<file path="src/rtl/qpsk_demod_if.sv">
// qpsk_demod_if: sample-in / bit-pair-out bundle of the QPSK demodulator.
//
// Handshake (both sides): a transfer happens on a rising clk edge where
// valid and ready are both high. A producer holds its payload stable while
// valid is high and ready is low; ready may depend combinationally on the
// consumer's registered state.
//
// Signals:
//   i_I, i_Q           signed DATA_W samples from the channel/ADC side
//   i_valid            sample valid
//   o_ready_for_input  demodulator can take a sample this cycle
//   o_I, o_Q           decided bit pair
//   o_valid            bit pair valid
//   i_out_ready        downstream accepts the bit pair
//   o_soft_I, o_soft_Q signed 8-bit soft values (only with QPSK_DEMOD_SOFT_EN)
//
// Modports: master = demodulator side, slave = sample source / bit sink.
interface qpsk_demod_if #(
    parameter int DATA_W = 12
);
    logic signed [DATA_W-1:0] i_I;
    logic signed [DATA_W-1:0] i_Q;
    logic                     i_valid;
    logic                     o_ready_for_input;
    logic                     o_I;
    logic                     o_Q;
    logic                     o_valid;
    logic                     i_out_ready;
`ifdef QPSK_DEMOD_SOFT_EN
    logic signed [7:0]        o_soft_I;
    logic signed [7:0]        o_soft_Q;
`endif

    modport master (
        input  i_I, i_Q, i_valid, i_out_ready,
`ifdef QPSK_DEMOD_SOFT_EN
        output o_soft_I, o_soft_Q,
`endif
        output o_ready_for_input, o_I, o_Q, o_valid
    );

    modport slave (
        output i_I, i_Q, i_valid, i_out_ready,
`ifdef QPSK_DEMOD_SOFT_EN
        input  o_soft_I, o_soft_Q,
`endif
        input  o_ready_for_input, o_I, o_Q, o_valid
    );
endinterface

</file>
<file path="src/rtl/qpsk_demod.sv">
// qpsk_demod: integrate-and-dump QPSK demodulator.
//
// Sums SPS signed I/Q samples per symbol and makes a hard sign decision per
// rail (sum >= 0 -> bit 1). After reset, ALIGN_SKIP samples are discarded
// once to align the symbol window.
//
// Ports:
//   clk        system clock
//   rst        asynchronous active-high reset
//   bus        qpsk_demod_if.master (sample input and bit-pair output streams)
//   dbg_state  current FSM state (0 = ALIGN, 1 = INTEGRATE)
//
// Build option: define QPSK_DEMOD_SOFT_EN to add o_soft_I/o_soft_Q, the top
// 8 bits of the window mean, registered together with o_I/o_Q.
module qpsk_demod #(
    parameter int DATA_W     = 12,
    parameter int SPS        = 4,
    parameter int ALIGN_SKIP = 0
) (
    input  logic          clk,
    input  logic          rst,
    qpsk_demod_if.master  bus,
    output logic          dbg_state
);
    localparam int LOG_SPS = $clog2(SPS);
    localparam int CNT_W   = (LOG_SPS > 0) ? LOG_SPS : 1;
    localparam int ACC_W   = DATA_W + LOG_SPS;

    localparam logic [CNT_W-1:0] CNT_LAST  = CNT_W'(SPS - 1);
    localparam logic [CNT_W-1:0] SKIP_LAST = CNT_W'((ALIGN_SKIP > 0) ? ALIGN_SKIP - 1 : 0);

    typedef enum logic {
        ST_ALIGN     = 1'b0,
        ST_INTEGRATE = 1'b1
    } state_t;

    localparam state_t ST_RESET = (ALIGN_SKIP > 0) ? ST_ALIGN : ST_INTEGRATE;

    state_t                   state, state_nx;
    // cnt doubles as the skip counter while aligning and the window position
    // while integrating; the transition to INTEGRATE clears it.
    logic [CNT_W-1:0]         cnt, cnt_nx;
    logic signed [ACC_W-1:0]  acc_i, acc_q, acc_i_nx, acc_q_nx;
    logic signed [ACC_W-1:0]  ext_i, ext_q, sum_i, sum_q;

    logic valid_r, bit_i_r, bit_q_r;
    logic ready, take, last, dump;

    assign ext_i = ACC_W'($signed(bus.i_I));
    assign ext_q = ACC_W'($signed(bus.i_Q));
    assign sum_i = acc_i + ext_i;
    assign sum_q = acc_q + ext_q;

    assign last = (cnt == CNT_LAST);
    // Only the dump sample has to wait for the previous pair to leave.
    assign ready = !(state == ST_INTEGRATE && last && valid_r && !bus.i_out_ready);
    assign take  = bus.i_valid && ready;
    assign dump  = take && (state == ST_INTEGRATE) && last;

    assign bus.o_ready_for_input = ready;
    assign bus.o_valid           = valid_r;
    assign bus.o_I               = bit_i_r;
    assign bus.o_Q               = bit_q_r;
    assign dbg_state             = state;

    always_comb begin
        state_nx = state;
        cnt_nx   = cnt;
        acc_i_nx = acc_i;
        acc_q_nx = acc_q;
        if (take) begin
            case (state)
                ST_ALIGN: begin
                    if (cnt == SKIP_LAST) begin
                        state_nx = ST_INTEGRATE;
                        cnt_nx   = '0;
                    end else begin
                        cnt_nx = cnt + 1'b1;
                    end
                end
                default: begin
                    if (last) begin
                        cnt_nx   = '0;
                        acc_i_nx = '0;
                        acc_q_nx = '0;
                    end else begin
                        cnt_nx   = cnt + 1'b1;
                        acc_i_nx = sum_i;
                        acc_q_nx = sum_q;
                    end
                end
            endcase
        end
    end

    always_ff @(posedge clk or posedge rst) begin
        if (rst) begin
            state <= ST_RESET;
            cnt   <= '0;
            acc_i <= '0;
            acc_q <= '0;
        end else begin
            state <= state_nx;
            cnt   <= cnt_nx;
            acc_i <= acc_i_nx;
            acc_q <= acc_q_nx;
        end
    end

    // A dump in the same cycle as consumption simply reloads the register.
    always_ff @(posedge clk or posedge rst) begin
        if (rst) begin
            valid_r <= 1'b0;
            bit_i_r <= 1'b0;
            bit_q_r <= 1'b0;
        end else if (dump) begin
            valid_r <= 1'b1;
            bit_i_r <= ~sum_i[ACC_W-1];
            bit_q_r <= ~sum_q[ACC_W-1];
        end else if (valid_r && bus.i_out_ready) begin
            valid_r <= 1'b0;
        end
    end

`ifdef QPSK_DEMOD_SOFT_EN
    logic signed [ACC_W-1:0] mean_i, mean_q;
    logic signed [7:0]       soft_i_r, soft_q_r;

    // Arithmetic shift by log2(SPS) gives the floor of the window mean.
    assign mean_i = sum_i >>> LOG_SPS;
    assign mean_q = sum_q >>> LOG_SPS;

    always_ff @(posedge clk or posedge rst) begin
        if (rst) begin
            soft_i_r <= '0;
            soft_q_r <= '0;
        end else if (dump) begin
            soft_i_r <= mean_i[DATA_W-1:DATA_W-8];
            soft_q_r <= mean_q[DATA_W-1:DATA_W-8];
        end
    end

    assign bus.o_soft_I = soft_i_r;
    assign bus.o_soft_Q = soft_q_r;
`endif
endmodule

</file>
<file path="src/flat_wrapper.sv">
// flat-port wrapper written by rule: the top's interface ports become plain ports
module qpsk_demod_flat 
#(
    parameter int DATA_W     = 12,
    parameter int SPS        = 4,
    parameter int ALIGN_SKIP = 0
)
  (clk, rst, dbg_state, bus_i_I, bus_i_Q, bus_i_valid, bus_i_out_ready, bus_o_ready_for_input, bus_o_I, bus_o_Q, bus_o_valid);
  qpsk_demod_if #(.DATA_W(DATA_W)) bus_i ();
  input  logic clk;
  input  logic rst;
  output logic dbg_state;
  input wire logic [$bits(bus_i.i_I)-1:0] bus_i_I;
  input wire logic [$bits(bus_i.i_Q)-1:0] bus_i_Q;
  input wire logic [$bits(bus_i.i_valid)-1:0] bus_i_valid;
  input wire logic [$bits(bus_i.i_out_ready)-1:0] bus_i_out_ready;
  output wire logic [$bits(bus_i.o_ready_for_input)-1:0] bus_o_ready_for_input;
  output wire logic [$bits(bus_i.o_I)-1:0] bus_o_I;
  output wire logic [$bits(bus_i.o_Q)-1:0] bus_o_Q;
  output wire logic [$bits(bus_i.o_valid)-1:0] bus_o_valid;
  assign bus_i.i_I = bus_i_I;
  assign bus_i.i_Q = bus_i_Q;
  assign bus_i.i_valid = bus_i_valid;
  assign bus_i.i_out_ready = bus_i_out_ready;
  assign bus_o_ready_for_input = bus_i.o_ready_for_input;
  assign bus_o_I = bus_i.o_I;
  assign bus_o_Q = bus_i.o_Q;
  assign bus_o_valid = bus_i.o_valid;
  qpsk_demod #(.DATA_W(DATA_W), .SPS(SPS), .ALIGN_SKIP(ALIGN_SKIP)) u_core (.clk(clk), .rst(rst), .bus(bus_i), .dbg_state(dbg_state));
endmodule
</file>
<file path="config.mk">
export PLATFORM = sky130hd
export DESIGN_NAME = qpsk_demod_flat
export DESIGN_NICKNAME = d
export VERILOG_FILES = /design/src/rtl/qpsk_demod_if.sv /design/src/rtl/qpsk_demod.sv /design/src/flat_wrapper.sv
export SDC_FILE = /design/constraint.sdc
export NUM_CORES = 1
export LEC_CHECK = 0
export ABC_AREA = 1
export ABC_CLOCK_PERIOD_IN_PS = 1900
export CORE_ASPECT_RATIO = 1.2
export CORE_MARGIN = 8
export CORE_UTILIZATION = 40
export CTS_BUF_LIST = sky130_fd_sc_hd__clkbuf_4 sky130_fd_sc_hd__clkbuf_8
export DETAILED_ROUTE_END_ITERATION = 12
export PLACE_DENSITY = 0.61
export SYNTH_ARGS = -nofsm -noshare
export SYNTH_HDL_FRONTEND = slang
export SYNTH_SLANG_ARGS = --single-unit
</file>
<file path="constraint.sdc">
create_clock -name clk -period 1.9 [get_ports clk]
set_clock_uncertainty 0.1 [all_clocks]
set_input_delay 0.38 -clock clk [delete_from_list [all_inputs] [get_ports clk]]
set_output_delay 0.38 -clock clk [all_outputs]
set_load 0.05 [all_outputs]
</file>
Yosys cells after proc, flatten, opt, wreduce, memory -nomap -nowiden
Cells that the tools add are included.

Bits in registers: 34. Logic and storage cells: 34. Output and inout bits: 5.

Equality and inequality tests: 1. $add $sub $neg: 3. Reduce and logical (&&, ||, !) cells: 12. Muxes and demuxes: 9. Bitwise gates (word level): 2.

Operator list (number): 14-bit by 12-bit adder with 14-bit output (2); 14-bit 2-to-1 mux (2); 1-bit logical AND (7); 2-bit 2-to-1 mux (3); 1-bit 2-to-1 mux (4); 2-bit by 1-bit adder with 2-bit output (second input constant) (1); 2-bit == test (second input constant) (1); 1-bit zero test (2); 2-bit zero test (1); 1-bit NOT (2); 2-bit AND reduction (1); 2-bit nonzero test (1).

Longest topological paths before layout
Gate-level depths: netlist (run 1).

Depth after elaboration: 9. Mapped depth: 11.

Least setup slack after synthesis (run 1)
No wires, ideal clock.

Path type: register -> output. Start point: reg u_core.state, in the netlist u_core.dbg_state. End point: out bus_o_ready_for_input. Cell stages (with the launch flop): 4. Slack: 102 ps. Required time: 1420 ps. Arrival time: 1318 ps. Cells stage by stage: dfstp_2 > nand2_1 > inv_1 > nand3_1.

Cells in the longest elaborated chain, start to end: 4.

RTL lines: start, declared (line qpsk_demod.sv:39) `state_t state, state_nx;`; start signal, assigned (line qpsk_demod.sv:103) `state <= state_nx;`; 1-bit logical AND (3 in a row) (line qpsk_demod.sv:56) `assign ready = !(state == ST_INTEGRATE && last && valid_r && !bus.i_out_ready);`; 1-bit zero test (line qpsk_demod.sv:56); end, declared (line flat_wrapper.sv:17) `output wire logic [$bits(bus_i.o_ready_for_input)-1:0] bus_o_ready_for_input;`.

No other way between the ends.

Worst setup path after layout (run 1)
Start point: in bus_i_I[10]. End point: reg u_core.acc_i[13].

Cells in the longest elaborated chain, start to end: 2.

RTL lines: start, declared (line flat_wrapper.sv:13) `input wire logic [$bits(bus_i.i_I)-1:0] bus_i_I;`; 14-bit by 12-bit adder with 14-bit output (line qpsk_demod.sv:51) `assign sum_i = acc_i + ext_i;`; 14-bit 2-to-1 mux (line qpsk_demod.sv:82) `if (last) begin`; end signal, assigned (line qpsk_demod.sv:105) `acc_i <= acc_i_nx;`; end, declared (line qpsk_demod.sv:43) `logic signed [ACC_W-1:0] acc_i, acc_q, acc_i_nx, acc_q_nx;`.

No other way between the ends. A chain may end at the register's enable or synchronous reset.

==> results of run 1 <==
## registers in the layout, summed over array words and instances (netlist names)
| signal | flops |
|---|---|
| u_core.dbg_state | 1 |
| u_core.bus.o_valid | 1 |
| u_core.acc_q | 14 |
| u_core.acc_i | 14 |
| u_core.bus.o_Q | 1 |
| u_core.bus.o_I | 1 |
| u_core.cnt | 2 |
## stage by stage
stage	util, %	cell area (um^2)	hold slack, ns	std cells	setup TNS [ns]
final	58.8	4200	0.326	639	0
after global routing	58.8	4200	0.334	639	-0.0854
after CTS	54.4	3890	0.328	632	0
after detailed placement	52.3	3740	0.373	620	-7.34
after global placement	52.3	3740	0.369	620	-6.41
after floorplan	-	2890	0.353	448	0
## where the power goes
part | internal, W | switching [W]
clock network | 0.000269 | 0.000301
logic | 0.00197 | 0.00208
registers | 0.00106 | 0.000286
total | 0.00330 | 0.00267
## what timing repair did
action                     CTS  global route
gates resized for setup     21            39
pin swaps                   15             8
buffers inserted             4             7
hold buffers                 0             0
setup endpoints to repair   10            15
## routing by layer
metal | vias to the layer above | GRT usage (%) | part of all wire, %
met3 | 9 | 3.31 | 3.4
li1 | 1592 | - | -
met4 | 0 | 4.99 | 1.4
met2 | 32 | 29.4 | 54
met1 | 1394 | 17.0 | 41
met5 | - | 0 | 0
## cells in the mapped netlist
library cell / n / area share, %
buf_2: 2 / 0.35
o22ai_1: 2 / 0.43
a31oi_1: 1 / 0.22
dfrtp_1: 33 / 29
buf_4: 1 / 0.26
fa_1: 2 / 1.4
nor3_1: 2 / 0.35
xnor2_1: 2 / 0.61
o21a_4: 1 / 0.52
a22o_1: 2 / 0.61
dfstp_2: 1 / 0.91
ha_1: 29 / 13
nor2_4: 1 / 0.39
o21ai_0: 20 / 3.5
xor2_1: 5 / 1.5
buf_6: 1 / 0.39
inv_1: 79 / 10
nor2_1: 41 / 5.3
nand2_1: 171 / 22
nand2_4: 1 / 0.39
nand3_1: 30 / 5.2
nand4_1: 6 / 1.3
nand3b_1: 3 / 0.78
a21oi_1: 12 / 2.1
## worst min-delay path by stage
stage	depth (start not counted)	from	to	slack, ns
floorplan	2	u_core.acc_i[10]	u_core.acc_i[10]	0.35
global placement	2	u_core.acc_q[10]	u_core.acc_q[10]	0.37
detailed placement	2	u_core.bus.o_Q	u_core.bus.o_Q	0.37
CTS	3	rst	u_core.acc_i[5]	0.33
global route	3	rst	u_core.acc_i[1]	0.33
finish	3	rst	u_core.acc_i[5]	0.33
## cells by family (layout without fill, tap and decap cells)
| group | count (synthesis) | in the layout | synth area share [%] |
|---|---|---|---|
| flip-flops | 34 | 34 | 29.5 |
| buffers and inverters | 83 | 184 | 11.3 |
| adder cells (fa/ha/maj) | 31 | 31 | 13.9 |
| AO/OA/AOI/OAI | 38 | 38 | 7.31 |
| XOR/XNOR | 7 | 7 | 2.12 |
| AND/OR/NAND/NOR | 255 | 255 | 35.9 |
## layout make-up
| cell class | count | area [um^2] | area share [%] |
|---|---|---|---|
| timing repair buffer | 97 | 853 | 20.3 |
| inverter | 79 | 297 | 7.06 |
| clock buffer | 6 | 76.3 | 1.82 |
| multi-input combinational | 331 | 2000 | 47.6 |
| sequential | 34 | 852 | 20.3 |
| tap | 90 | 113 | 2.68 |
| clock inverter | 2 | 10.0 | 0.238 |
## critical path: stages
cell             delay (ns)
clkdlybuf4s50_1        0.49
ha_4                   0.32
nand2_1                0.10
nor2_2                 0.14
inv_1                  0.05
nor2_1                 0.08
nand2_1                0.10
nand2_1                0.10
nand2_1                0.05
nand3_1                0.07
nand2_1                0.05
==> flow_metrics.tcl, run 1 <==
set metrics [dict create \
    cts-buffers-inserted 5 \
    core_mm2 0.00715 \
    ant_nets 0 \
    synth_warnings 0 \
    avgRoutedWirePerCell_um 11.9 \
    path_class "input port to register" \
    clock_path_buffers 2 \
    crit_required_ns 1.98 \
    drive_gt1_share_pct 23.0 \
    crit-reg2reg-capture "u_core.acc_q[10]" \
    seq_area_frac_synth_pct 29.5 \
    cts.sinks 34 \
    grt_max_degree 35 \
    area_growth_pct 45.3 \
    routed_via_density 4.74 \
    initial_core_util_pct 40.5 \
    min_period_over_period_pct 97.2 \
    cts_tree "yes" \
    crit_start "bus_i_I[10]" \
    end_kind "register" \
    hold_class "input port to async pin" \
    synth_seq_cells 34 \
    avgSynthCellArea_um2 6.45 \
    grt_usage_pct 15.7 \
    fmax_mhz 542 \
    first_global_vias 3046 \
    power_leakage_nw 2.27 \
    vias 3027 \
    final-hold-violation-count 0 \
    finalWorstSetupSlack_ns 0.0541 \
    maxCapViolations 0 \
    worst_slew_pin_slew_ns 0.286 \
    num_io_pins 33 \
    clk-insertion-delay-late_ns 0.30 \
    cts-root-buf "clkbuf_8" \
    fp.dieH_um 109 \
    path_max_fanout 4 \
    cts.htree.levels 2 \
    post-place-ws_ns -0.453 \
    layout_common_cells "167 x nand2_1, 76 x inv_1, 66 x buf_4, 33 x dfrtp_1, 30 x nor2_1" \
    reg2reg_slack_ns 0.10 \
    fp.dieW_um 93.6 \
    final_common_cell "nand2_1" \
    drt_iter0_drc 62 \
    dpl.hpwl_um 5580 \
    synthCells 448 \
    die-area_mm2 0.0102 \
    p_total_w 0.00597 \
    vdd_ir_drop_max_uv 739 \
    dr.pass1.iters 5 \
    endpoint "u_core.acc_i[13]" \
    pwr_density_cell_mw_per_mm2 1420 \
    synth_nets 507 \
    overflow 0 \
    startpoint_type "input port" \
    grt_pass1_wl_um 13000 \
    drcViolationCount 0 \
    antenna_cells 0 \
    slew_headroom_pct 80.9 \
    clk_pin_slew_ns 0.08 \
    gp_congestion 0.826 \
    r2r_cells 9 \
    ys_types 24 \
    fin_nets 607 \
    n_fill_cell 656 \
    io_buffers 32 \
    std_cell_rows 34 \
    reg2reg_from "u_core.acc_q[0]" \
    period_minus_slack_ns 1.85 \
    drv_slew 0 \
    netlist_area_mm2 0.00289 \
    setup_viol 0 \
    routed_wl_um 7610 \
    outcome "finished, final reports clean" \
    cp_data_arrival_time_ns 1.93 \
    antenna_found_initial 0 \
]
Power figures use the tool's default switching activity.
==> run 2: changes to the inputs <==
Settings changed: SLEW_MARGIN set to 10.
==> results of run 2 <==
Final layout, timing and power as in run 1 (identical DEF).
